==> src/rtl/id_hazard_sched.sv <==
// ID-stage hazard scheduler: shadows the EX/MEM/WB destinations, decides issue/stall,
// picks the GPR forwarding source per read port and sequences the taken-branch squash.
module id_hazard_sched #(
  parameter int LOAD_LAT = 1,
  parameter int CNT_W    = 32
) (
  input  logic             clk,
  input  logic             reset,
  input  logic             id_valid,
  input  logic             id_re1,
  input  logic             id_re2,
  input  logic [4:0]       id_raddr1,
  input  logic [4:0]       id_raddr2,
  input  logic             id_we,
  input  logic [4:0]       id_dest,
  input  logic             id_is_load,
  input  logic             id_br_taken,
  input  logic             ex_allow,
  output logic             id_readygo,
  output logic             id_allow,
  output logic [1:0]       fwd_sel1,
  output logic [1:0]       fwd_sel2,
  output logic             if_flush,
  output logic [CNT_W-1:0] stall_cnt,
  output logic [CNT_W-1:0] flush_cnt
);

  typedef struct packed {
    logic       v;
    logic [4:0] dst;
    logic       ld;
  } shadow_t;

  typedef enum logic [0:0] {RUN = 1'b0, SQUASH = 1'b1} br_state_t;

  localparam shadow_t          BUBBLE  = 7'b0000000;
  localparam logic             LAT2    = (LOAD_LAT >= 2);
  localparam logic [CNT_W-1:0] CNT_MAX = {CNT_W{1'b1}};
  localparam logic [CNT_W-1:0] CNT_ONE = {{(CNT_W-1){1'b0}}, 1'b1};

  shadow_t          s3_r, s4_r, s5_r;
  br_state_t        state_r, state_nxt_s;
  logic [CNT_W-1:0] stall_cnt_r, flush_cnt_r;
  logic [2:0]       hit1_s, hit2_s;
  logic             stall_s, readygo_s, issue_s, allow_s, flush_s;
  logic [1:0]       fwd1_s, fwd2_s;

  function automatic logic port_hit(input logic re, input logic [4:0] ra, input shadow_t s);
    return re && (ra != 5'd0) && s.v && (s.dst == ra);
  endfunction

  // hit[0]=EX, hit[1]=MEM, hit[2]=WB; the youngest producer wins.
  function automatic logic [1:0] pick_src(input logic [2:0] hit);
    if (hit[0]) return 2'd1;
    else if (hit[1]) return 2'd2;
    else if (hit[2]) return 2'd3;
    else return 2'd0;
  endfunction

  function automatic logic port_stall(input logic [2:0] hit, input logic ld3, input logic ld4);
    return (hit[0] && ld3) || (LAT2 && !hit[0] && hit[1] && ld4);
  endfunction

  // Hazard detection, forwarding select and issue/allow handshake.
  always_comb begin
    hit1_s  = {port_hit(id_re1, id_raddr1, s5_r), port_hit(id_re1, id_raddr1, s4_r),
               port_hit(id_re1, id_raddr1, s3_r)};
    hit2_s  = {port_hit(id_re2, id_raddr2, s5_r), port_hit(id_re2, id_raddr2, s4_r),
               port_hit(id_re2, id_raddr2, s3_r)};
    stall_s = port_stall(hit1_s, s3_r.ld, s4_r.ld) || port_stall(hit2_s, s3_r.ld, s4_r.ld);
    if (reset) begin
      readygo_s = 1'b1;
      fwd1_s    = 2'd0;
      fwd2_s    = 2'd0;
    end else if (id_valid) begin
      readygo_s = !stall_s;
      fwd1_s    = pick_src(hit1_s);
      fwd2_s    = pick_src(hit2_s);
    end else begin
      readygo_s = !stall_s;
      fwd1_s    = 2'd0;
      fwd2_s    = 2'd0;
    end
    issue_s = id_valid && readygo_s && ex_allow;
    allow_s = reset || !id_valid || issue_s;
  end

  // Branch squash sequencer: one flush cycle, then one SQUASH cycle.
  always_comb begin
    state_nxt_s = state_r;
    flush_s     = 1'b0;
    case (state_r)
      RUN: begin
        if (issue_s && id_br_taken && !reset) begin
          state_nxt_s = SQUASH;
          flush_s     = 1'b1;
        end else begin
          state_nxt_s = RUN;
        end
      end
      SQUASH:  state_nxt_s = RUN;
      default: state_nxt_s = RUN;
    endcase
  end

  // Shadow pipe and FSM state; the whole pipe moves only when EX accepts.
  always_ff @(posedge clk) begin
    if (reset) begin
      s3_r    <= BUBBLE;
      s4_r    <= BUBBLE;
      s5_r    <= BUBBLE;
      state_r <= RUN;
    end else begin
      state_r <= state_nxt_s;
      if (ex_allow) begin
        s5_r <= s4_r;
        s4_r <= s3_r;
        s3_r <= issue_s ? {1'b1, (id_we ? id_dest : 5'd0), id_is_load} : BUBBLE;
      end
    end
  end

  // Saturating performance counters.
  always_ff @(posedge clk) begin
    if (reset) begin
      stall_cnt_r <= {CNT_W{1'b0}};
      flush_cnt_r <= {CNT_W{1'b0}};
    end else begin
      if (id_valid && stall_s && (stall_cnt_r != CNT_MAX)) stall_cnt_r <= stall_cnt_r + CNT_ONE;
      if (flush_s && (flush_cnt_r != CNT_MAX)) flush_cnt_r <= flush_cnt_r + CNT_ONE;
    end
  end

  assign id_readygo = readygo_s;
  assign id_allow   = allow_s;
  assign fwd_sel1   = fwd1_s;
  assign fwd_sel2   = fwd2_s;
  assign if_flush   = flush_s;
  assign stall_cnt  = stall_cnt_r;
  assign flush_cnt  = flush_cnt_r;

endmodule

==> config.mk <==
export PLATFORM = sky130hd
export DESIGN_NAME = id_hazard_sched
export DESIGN_NICKNAME = d
export VERILOG_FILES = /design/src/rtl/id_hazard_sched.sv
export SDC_FILE = /design/constraint.sdc
export NUM_CORES = 1
export LEC_CHECK = 0
export BUFFER_PORTS_ARGS = -buffer_cell sky130_fd_sc_hd__buf_4
export CORE_MARGIN = 2
export CORE_UTILIZATION = 50
export CTS_BUF_LIST = sky130_fd_sc_hd__clkbuf_8
export DETAILED_ROUTE_END_ITERATION = 10
export PLACE_DENSITY = 0.71
export SLEW_MARGIN = 10
export SYNTH_ARGS = -nofsm -noshare
export SYNTH_HDL_FRONTEND = slang
export SYNTH_SLANG_ARGS = --single-unit
export TNS_END_PERCENT = 1
==> constraint.sdc <==
create_clock -name clk -period 3.68 [get_ports clk]
set_clock_uncertainty 0.2 [all_clocks]
set_input_delay 0.552 -clock clk [delete_from_list [all_inputs] [get_ports clk]]
set_output_delay 0.552 -clock clk [all_outputs]
set_load 0.01 [all_outputs]
* After elaboration in Yosys (flattened, before gate mapping)
Index checks and enable logic that the tools add are counted.
Word-level totals: RAM bits 0, output and inout port bits 71, memories kept 0, input bits 24, latch bits 0, memory bits (read-only) 0, register bits 84
Operators by class: bitwise operators 1, reductions and logical operators 31, add/sub/neg operators 2, $mul 0, divide/modulo/power cells 0, multiplexer cells 16, equality and inequality tests 8, magnitude comparators 0, shifts and indexed selects 0
Operators by type and width (number):
- 32-bit by 1-bit adder with 32-bit output, second input constant | 2
- 32-bit != test, second input constant | 2
- 5-bit == test | 6
- 1-bit logical AND | 23
- 2-bit two-way mux | 10
- 5-bit nonzero test | 2
- 7-bit two-way mux | 1
- 5-bit two-way mux | 1
- 1-bit zero test | 3
- 1-bit logical OR | 3
- 1-bit two-way mux | 3
- 1-bit one-hot mux with 2 select lines | 1
- 1-bit inverter | 1

* Depth between registers and ports, before layout
Gate-level depths: netlist of run 1.
word-level depth 15, depth in mapped cells 9

* Least setup slack after synthesis of run 1
Ideal clock, no wire load.
kind input to output, start input id_raddr2[1], end output if_flush, buffers on the path 2, data arrival time 2108 ps, path slack 820 ps, stages 7, cells stage by stage or4_4 -> o21ai_4 -> nor3_2 -> o21a_4 -> clkbuf_1 -> clkbuf_1 -> nor2_1
Between the ends: longest elaborated chain between the ends 14, elaborated cells on any way between the ends 15, classes of those cells eq/ne (1); mux (3); reduce/logical (11)
Ends and longest elaborated chain:
- start, declared | RTL line 13 | input logic [4:0] id_raddr2,
- 5-bit nonzero test | RTL line 49 | return re && (ra != 5'd0) && s.v && (s.dst == ra);
- 1-bit logical AND (2 in series) | RTL line 49
- 1-bit logical AND * | RTL line 49
- 1-bit logical AND * | RTL line 61 | return (hit[0] && ld3) || (LAT2 && !hit[0] && hit[1] && ld4);
- 1-bit logical OR * | RTL line 70 | stall_s = port_stall(hit1_s, s3_r.ld, s4_r.ld) || port_stall(hit2_s, s3_r.ld, s4_r.ld);
- 1-bit zero test * | RTL line 76, 80
- 1-bit two-way mux * | RTL line 71 | if (reset) begin
- 1-bit logical AND * (2 in series) | RTL line 84 | issue_s = id_valid && readygo_s && ex_allow;
- 1-bit logical AND * (2 in series) | RTL line 94 | if (issue_s && id_br_taken && !reset) begin
- 1-bit two-way mux * | RTL line 94
- 1-bit two-way mux * | RTL line 92 | case (state_r)
- end, declared | RTL line 23 | output logic if_flush,
Every way passes the cells marked *; elsewhere a longest branch is shown, timed or not.

* Final worst setup path of run 1
start register s3_r[3] (netlist bit), end output id_readygo
Between the ends: longest elaborated chain between the ends 6, elaborated cells on any way between the ends 9, classes of those cells eq/ne (2); mux (1); reduce/logical (6)
Ends and longest elaborated chain:
- start, declared | RTL line 41 | shadow_t s3_r, s4_r, s5_r;
- start signal, assigned | RTL line 118 | s3_r <= issue_s ? {1'b1, (id_we ? id_dest : 5'd0), id_is_load} : BUBBLE;
- 5-bit == test | RTL line 49
- 1-bit logical AND | RTL line 49
- 1-bit logical AND | RTL line 61
- 1-bit logical OR * | RTL line 70
- 1-bit zero test * | RTL line 76, 80
- 1-bit two-way mux * | RTL line 71
- end, declared | RTL line 19 | output logic id_readygo,
Marked as above.

==> results.md, run 1 <==
Outcome:
- The run finished with clean final reports.

STA:
- Setup repair after global routing left no endpoint under its margin.
- The worst hold slack across all endpoints is 213.4 ps.
- The highest clock rate is 0.3305 GHz.
- The final critical-path required period is 3026 ps.
- The final hold violation count is 0.
- The count of pins over their slew limit came to 0.
- Summed over all failing endpoints, the final setup total negative slack is 0 ps.
- For the pin with the worst max-slew slack, the measured transition is 872.8 ps.
- The worst max-slew margin expressed relative to the limit is 41.81%.
- The worst path meets setup with 653.9 ps of slack.
- Setup violations remaining at the end of the flow were counted as 0.
- Of the available clock period, the critical path in the final layout requires 82.23%.

Critical path:
- The endpoint kind of the worst setup timing path is an output pin.
- The required time at the worst-slack endpoint is 2930 ps.
- Following the worst setup path forward leads to its endpoint at id_readygo.
- Of all nets on the critical path, the largest fanout is 53.
- The type of the worst setup path is flip-flop to output pin.
- The startpoint identified for the worst register-to-register timing path is flush_cnt[0].
- The arrival time of the worst setup path is 2270 ps.
- The setup slack of the most critical reg-to-reg path is 980 ps.
- The worst setup path is launched from a flip-flop.
- In this run the worst setup path begins at s3_r[3].
- The worst reg2reg path depth is 6.
- The endpoint identified for the worst register-to-register timing path is flush_cnt[30].

Placed design:
- Once detailed placement completed, the half-perimeter wirelength came to 8071 microns.
- The final weighted congestion of routability-driven global placement is 0.9136.
- Port buffering added 94 buffers.
- The number of placed instances, taps included, is 724.
- At the placement stage, the worst setup path has a slack of 731.2 ps.

Clocking:
- No sink is reached through more buffers than the 2 on the longest clock path.
- In this run, CTS created clock tree buffers numbering 9.
- In this run, post-CTS repair resized a total of 0 instances.
- The post-CTS repair timing setup buffer count is 0.
- The clock slew seen by the registers of the worst setup and hold paths is 80 ps.
- The number of hold buffers added after CTS was 0.
- In this run the number of H-tree levels came out at 3.
- TritonCTS built the clock tree.
- The CTS sink count is 84.
- CTS placed an instance of clkbuf_8 at the clock tree root.
- Clock latency on the worst-skew pair, taken at its later pin, is 350 ps.

Finish:
- Measured on the finished design, the core utilization comes to 63.13%.
- The most frequent standard cell in the layout excluding fill and tap cells is buf_4.
- The count of cells in the finished layout, fillers not included, comes to 740.
- Summing all flip-flop and latch instances after layout gives 1682 sq um.
- In the layout the commonest cells are buf_4, dfxtp_1, a21oi_1.
- The count of inserted antenna diode cells is 0.
- The total number of nets in the final design is 653.
- After filler insertion, the fill cell instance count of the layout stands at 760.
- In the final layout, the multi-input gates occupy 2626 sq um.
- The synthesis-to-layout area growth is 22.73%.
- The fraction of layout cells with a size suffix above 1 is 21.52%.

Min path:
- The path class of the tightest hold or removal check is input port to flip-flop.
- The start point of the worst min-delay path is id_dest[1].

Routing:
- Summed over all layers, the routed wires come to 11,570 microns.
- The vias per cell is 5.955.
- The violation count after the first detailed-routing iteration is 199.
- The first TritonRoute pass finished after 4 iterations.
- The via total after detailed routing is 4,407.
- Dividing the detail-routed wire length by the instance count gives 15.63 microns.
- The detailed-route DRC error count is 0.
- The detail route stage leaves a number of antenna-violating nets equal to 0.

Global route:
- The global-route congestion overflow total is 0.
- The number of antenna violations at the first check in global routing came to 0.
- The via count of the first global-routing pass is 4,047.
- Global routing used 36.58% of the available met2 tracks.
- Entering global routing, the biggest net connects 84 pins.
- The total global routing track utilization is 23.28%.
- The most congested layer reported by global routing is met2.
- The met1 track demand over resource is 31.95%.
- The first global-routing pass estimated 18,950 microns of wire.
- The met3 layer usage reported by global route is 4.681%.

Logic synthesis:
- By area the synthesized netlist is led by dfxtp_1, a21oi_1, nand4_1.
- The number of synthesized register bits is 84.
- The mean post-synth cell area is 8.237 sq um.
- The count of different cell masters after synthesis is 50.
- The predominant post-synthesis flop cell is dfxtp_1.
- The share of synthesized area in the top cell type comes to 37.67%.
- The synthesized design spends more area on one cell type than any other, namely dfxtp_1.
- After synthesis, the share of flip-flops with an asynchronous set or reset is 0%.
- After synthesis, flip-flops and latches occupy 37.67% of the total area.
- The number of nets handed over by synthesis was 568.
- The synthesized design contains 0 enable-type register cells.
- The post-synth design cell area is 4464 sq um.
- The count of warnings emitted by yosys is 0.
- Synthesis produced 542 cells.

Power and ir drop:
- For this design the ratio of total power to cell area is 319.8 nW/um^2.
- The worst-case IR drop observed on VDD is 194.5 uV.
- The leakage power is 1.939 nW.

Die:
- The starting density of the core is 51.44%.
- Row generation in the floorplan step produced 34 rows.
- In this run the count of I/O pins placed on the die edge is 95.
- The floorplan die width is 98.49 microns.
- The die is 98.49 microns tall.
- The area of the core is 8678 sq um.
- The die covers 9700 sq um.

Flow run:
- The total of max-cap violations is 0.
-- synth_stat cells (3+ instances only) --
library cell,n
and4_1,3
or3_1,24
o21ai_0,27
and3_1,9
nand2_1,34
o31ai_1,19
inv_1,12
and2_1,4
nor2b_1,8
or4_1,21
a21oi_1,56
clkbuf_1,21
o41ai_1,4
nand4_1,34
xnor2_1,23
a22o_1,5
xor2_1,8
mux2_2,8
nand3_1,27
nor2_1,39
nand4b_1,3
nor3_1,13
dfxtp_1,84
nor4_1,7
mux2i_1,14
buf_2,3
-- worst min-delay path by stage --
stage | end | cells past startpoint | slack (ps)
global placement | flush_cnt[13] | 2 | 280
floorplan | s3_r[6] | 2 | 280
global route | s3_r[3] | 2 | 200
finish | s3_r[2] | 2 | 210
CTS | s3_r[2] | 2 | 200
detailed placement | stall_cnt[5] | 2 | 290
-- metal layers --
metal	vias to the layer above	wire (microns)
li1	2200	-
met5	-	0
met4	0	199
met1	2080	5397
met2	110	5354
met3	17	618
-- cell families (layout without fill, tap and decap cells) --
kind of cell             Yosys count  after routing  share of synthesized area, %
flip-flops                        84             84                         37.67
multiplexers                      22             22                         5.157
AND/OR/NAND/NOR                  240            240                         30.10
AO/OA/AOI/OAI                    123            123                         16.79
buffers and inverters             40            130                         3.643
XOR/XNOR                          31             31                         6.082
adder cells (fa/ha/maj)            2              2                        0.5604
-- registers in the layout, indices dropped and copies added (netlist names) --
name,count
s4_r,6
state_r,1
flush_cnt,32
stall_cnt,32
s3_r,7
s5_r,6
-- area by class of cell --
class | instances | share of cell area, %
Inverter | 12 | 0.8221
Multi-Input combinational cell | 418 | 47.93
Tap cell | 108 | 2.466
Clock inverter | 6 | 1.599
Clock buffer | 10 | 2.512
Sequential cell | 84 | 30.69
Timing Repair Buffer | 102 | 13.98
-- power by group --
part / leakage, nW / internal, mW / total, mW / switching (mW)
logic: 1.15 / 0.0418 / 0.0961 / 0.0543
registers: 0.677 / 0.913 / 0.919 / 0.00615
clock network: 0.116 / 0.401 / 0.737 / 0.336
-- through the flow --
step	power, mW	instance area (sq um)
2_1_floorplan	0.9920	4464
3_3_place_gp	1.035	5254
3_5_place_dp	1.036	5254
4_1_cts	1.772	5479
5_1_grt	1.819	5479
6_report	1.752	5479
-- critical path: stages (launching register included) --
cell     delay [ps]
dfxtp_1         430
xnor2_1         150
nand4_1         150
nor3_2          380
o21a_4          510
nand2_1         110
buf_4           160
(Power assumes the default switching activity.)
==> run 2, diff against run 1 <==
==> constraint.sdc (replaced) <==
create_clock -name clk -period 3.14 [get_ports clk]
set_clock_uncertainty 0.2 [all_clocks]
set_input_delay 0.471 -clock clk [delete_from_list [all_inputs] [get_ports clk]]
set_output_delay 0.471 -clock clk [all_outputs]
set_load 0.01 [all_outputs]
==> results.md, run 2 (synthesis gave the netlist of run 1 again) <==
Outcome:
- The flow ran to the end, and the final reports show no timing, DRC or antenna violations.

Power and ir drop:
- The power per cell area is 364.1 nW/um^2.
- The analysis attributes to cell leakage a power of 1.967 nW.
- IR analysis of the VDD net gives a maximum drop of 267.5 uV.

Die:
- In this run the core area contains 34 standard-cell rows.
- Pin placement for this block handled 95 I/O pins.
- The die covers 9700 sq um.
- The floorplan die width is 98.49 microns.
- For this configuration, the core starts out at a cell density of 51.44%.
- The y dimension of the die is 98.49 microns.
- The total area inside the core boundary comes to 8678 sq um.

Placed design:
- The half-perimeter wire length after placement is 8119 microns.
- Prior to clock tree synthesis, the placed netlist has a worst setup slack of 298.6 ps.
- At the end of routability-driven placement, the weighted congestion stood at 0.8944.
- The count of buffers added on input and output ports is 94.

Critical path:
- The startpoint of the most critical register-to-register path is flush_cnt[0].
- The combined buffer and inverter count along the critical path is 1.
- Traced cell by cell, the critical path runs through xnor2_1, nand4_1, nor3_2, o21a_4, nor2_1, buf_4.
- STA puts the critical path data arrival time at 2290 ps.
- On the critical path, the stage with the largest delay is an instance of o21a_4.
- The setup slack of the most critical reg-to-reg path is 540 ps.
- The required time at the worst-slack endpoint is 2470 ps.
- The dominant delay contributor by cell family on the critical path is simple AND/OR/NAND/NOR gates.
- The largest single stage delay on the critical path is 510 ps.
- The capturing point of the worst reg2reg path is flush_cnt[18].
- The number of cells on the worst reg-to-reg path is 8.
- The type of the worst setup path is flip-flop to output pin.
- The endpoint kind of the worst setup timing path is an output pin.
- The top fanout value on the critical path is 53.
- The startpoint kind of the worst setup timing path is a flip-flop.

Routing:
- The violation count after the first detailed-routing iteration is 264.
- For this run, the detailed router's first-pass iteration total came to 6.
- Using the TritonRoute via totals, the vias-per-cell ratio works out to 5.937.
- The detail route stage leaves a number of antenna-violating nets equal to 0.
- The detailed-route DRC error count is 0.
- The average wire per cell in the routed design is 15.46 microns.
- The routed wire length is 11,500 microns.
- The via total after detailed routing is 4,417.

Finish:
- The most frequent standard cell in the layout excluding fill and tap cells is buf_4.
- The number of antenna diodes in the final layout is 0.
- Fill cells in the final layout number 789.
- The synthesis-to-layout area growth is 23.57%.
- The library cells used most frequently in the layout, excluding fill and tap cells, are buf_4, dfxtp_1, a21oi_1.
- The total number of nets in the final design is 659.
- The multi-input gate area in the final layout is 2626 sq um.
- Cells with a size suffix above 1 make up 21.70% of the layout.
- The register area is 1682 sq um.

Min path:
- The path class of the tightest hold or removal check is input port to flip-flop.
- The start point of the worst min-delay path is id_dest[2].
- The worst hold path was traced through 2 stages.
- The worst hold path terminates at s3_r[3].

STA:
- Dividing the final minimum period by the clock period gives 94.45%.
- Setup repair after global routing left no endpoint under its margin.
- The setup slack after layout is 174.3 ps.
- The count of pins over their slew limit is 0.
- At the pin with the least slew margin, the transition time is 889.7 ps.
- Headroom to the max-slew limit came out at 40.68%.
- The final count of negative-setup-slack endpoints is 0.
- The final hold violation count was 0.
- After routing, the total negative slack on setup checks comes to 0 ps.
- The highest clock rate is 0.3372 GHz.
- The smallest clock period supported by the final layout is computed as 2966 ps.

Flow run:
- The total of max-cap violations is 0.

Clocking:
- The post-CTS repair timing setup buffer count is 0.
- The clock tree root driver cell is clkbuf_8.
- CTS saw 84 sinks.
- The number of hold-repair buffers added at the cts stage is 0.
- Buffers inserted during clock tree synthesis total 9.
- The H-tree was split into 3 levels.
- The longest clock path from root to sink contains 2 buffers.
- After clock tree synthesis, the clock-pin slew on the worst setup and hold paths is 70 ps.
- The clock latency reported for the late side of the worst-skew pair is 350 ps.
- The post-cts sizing count is 0.
- The clock tree from TritonCTS is done.

Global route:
- The number of antenna violations at the first check in global routing is 0.
- Global routing consumed, over all layers together, 22.86% of the routing resources.
- The pin count of the biggest net entering global routing is 84.
- The global-route wire length before repair is 18,590 microns.
- The global-route congestion overflow total is 0.
- The via count of the first global-routing pass is 3,863.
[run 2: cell count changes in the layout (fill, tap and decap cells not counted), sizes merged]
cell	previous run	this run
clkinv	4	0
buf	102	108
inv	12	14
[run 2: through the flow]
step / cell area, sq um / power, mW / hold WS [ps] / utilization [%] / cells
floorplan: 4464 / 1.163 / 276.6 / - / 542
global placement: 5311 / 1.216 / 277.1 / 61.20 / 730
detailed placement: 5311 / 1.217 / 288.5 / 61.20 / 730
CTS: 5517 / 2.028 / 120.8 / 63.57 / 744
global route: 5517 / 2.091 / 118.5 / 63.57 / 744
finish: 5517 / 2.008 / 129.7 / 63.57 / 744
[run 2: where the power goes]
group          internal, mW  total, mW  switching, mW
registers              1.07       1.08        0.00709
clock network         0.456      0.816          0.360
logic                0.0514      0.116         0.0646
total                  1.58       2.01          0.432
[run 2: worst max path at each step]
stage	from	endpoint	slack (ps)	cells after the start
after floorplan	id_raddr2[1]	if_flush	440	7
after global placement	id_raddr1[1]	if_flush	350	7
after detailed placement	id_raddr1[1]	flush_cnt[6]	300	7
after CTS	s3_r[5]	id_readygo	160	6
after global routing	s3_r[5]	if_flush	40	6
final	s3_r[1]	if_flush	170	6
[run 2: per-layer routing]
metal / track usage, % / share of wire, % / up-vias
met2: 37.26 / 48 / 107
li1: - / - / 2222
met3: 5.390 / 5.7 / 10
met5: 0 / 0 / -
met1: 31.06 / 46 / 2078
met4: 5.058 / 0.96 / 0
[run 2: cell type report]
class / count / share of cell area (%)
inverter: 12 / 0.8165
tap: 108 / 2.450
sequential: 84 / 30.48
multi-input combinational: 418 / 47.61
clock buffer: 10 / 2.495
clock inverter: 4 / 1.225
timing repair buffer: 108 / 14.92
[run 2: worst reg2reg max path, stage by stage (launching register included)]
cell     delay, ps
dfxtp_1        430
ha_1           280
nand4_1        240
nor3_1         300
nand3_1        310
nand2_1        180
buf_4          200
nor3_1          70
mux2_2         280
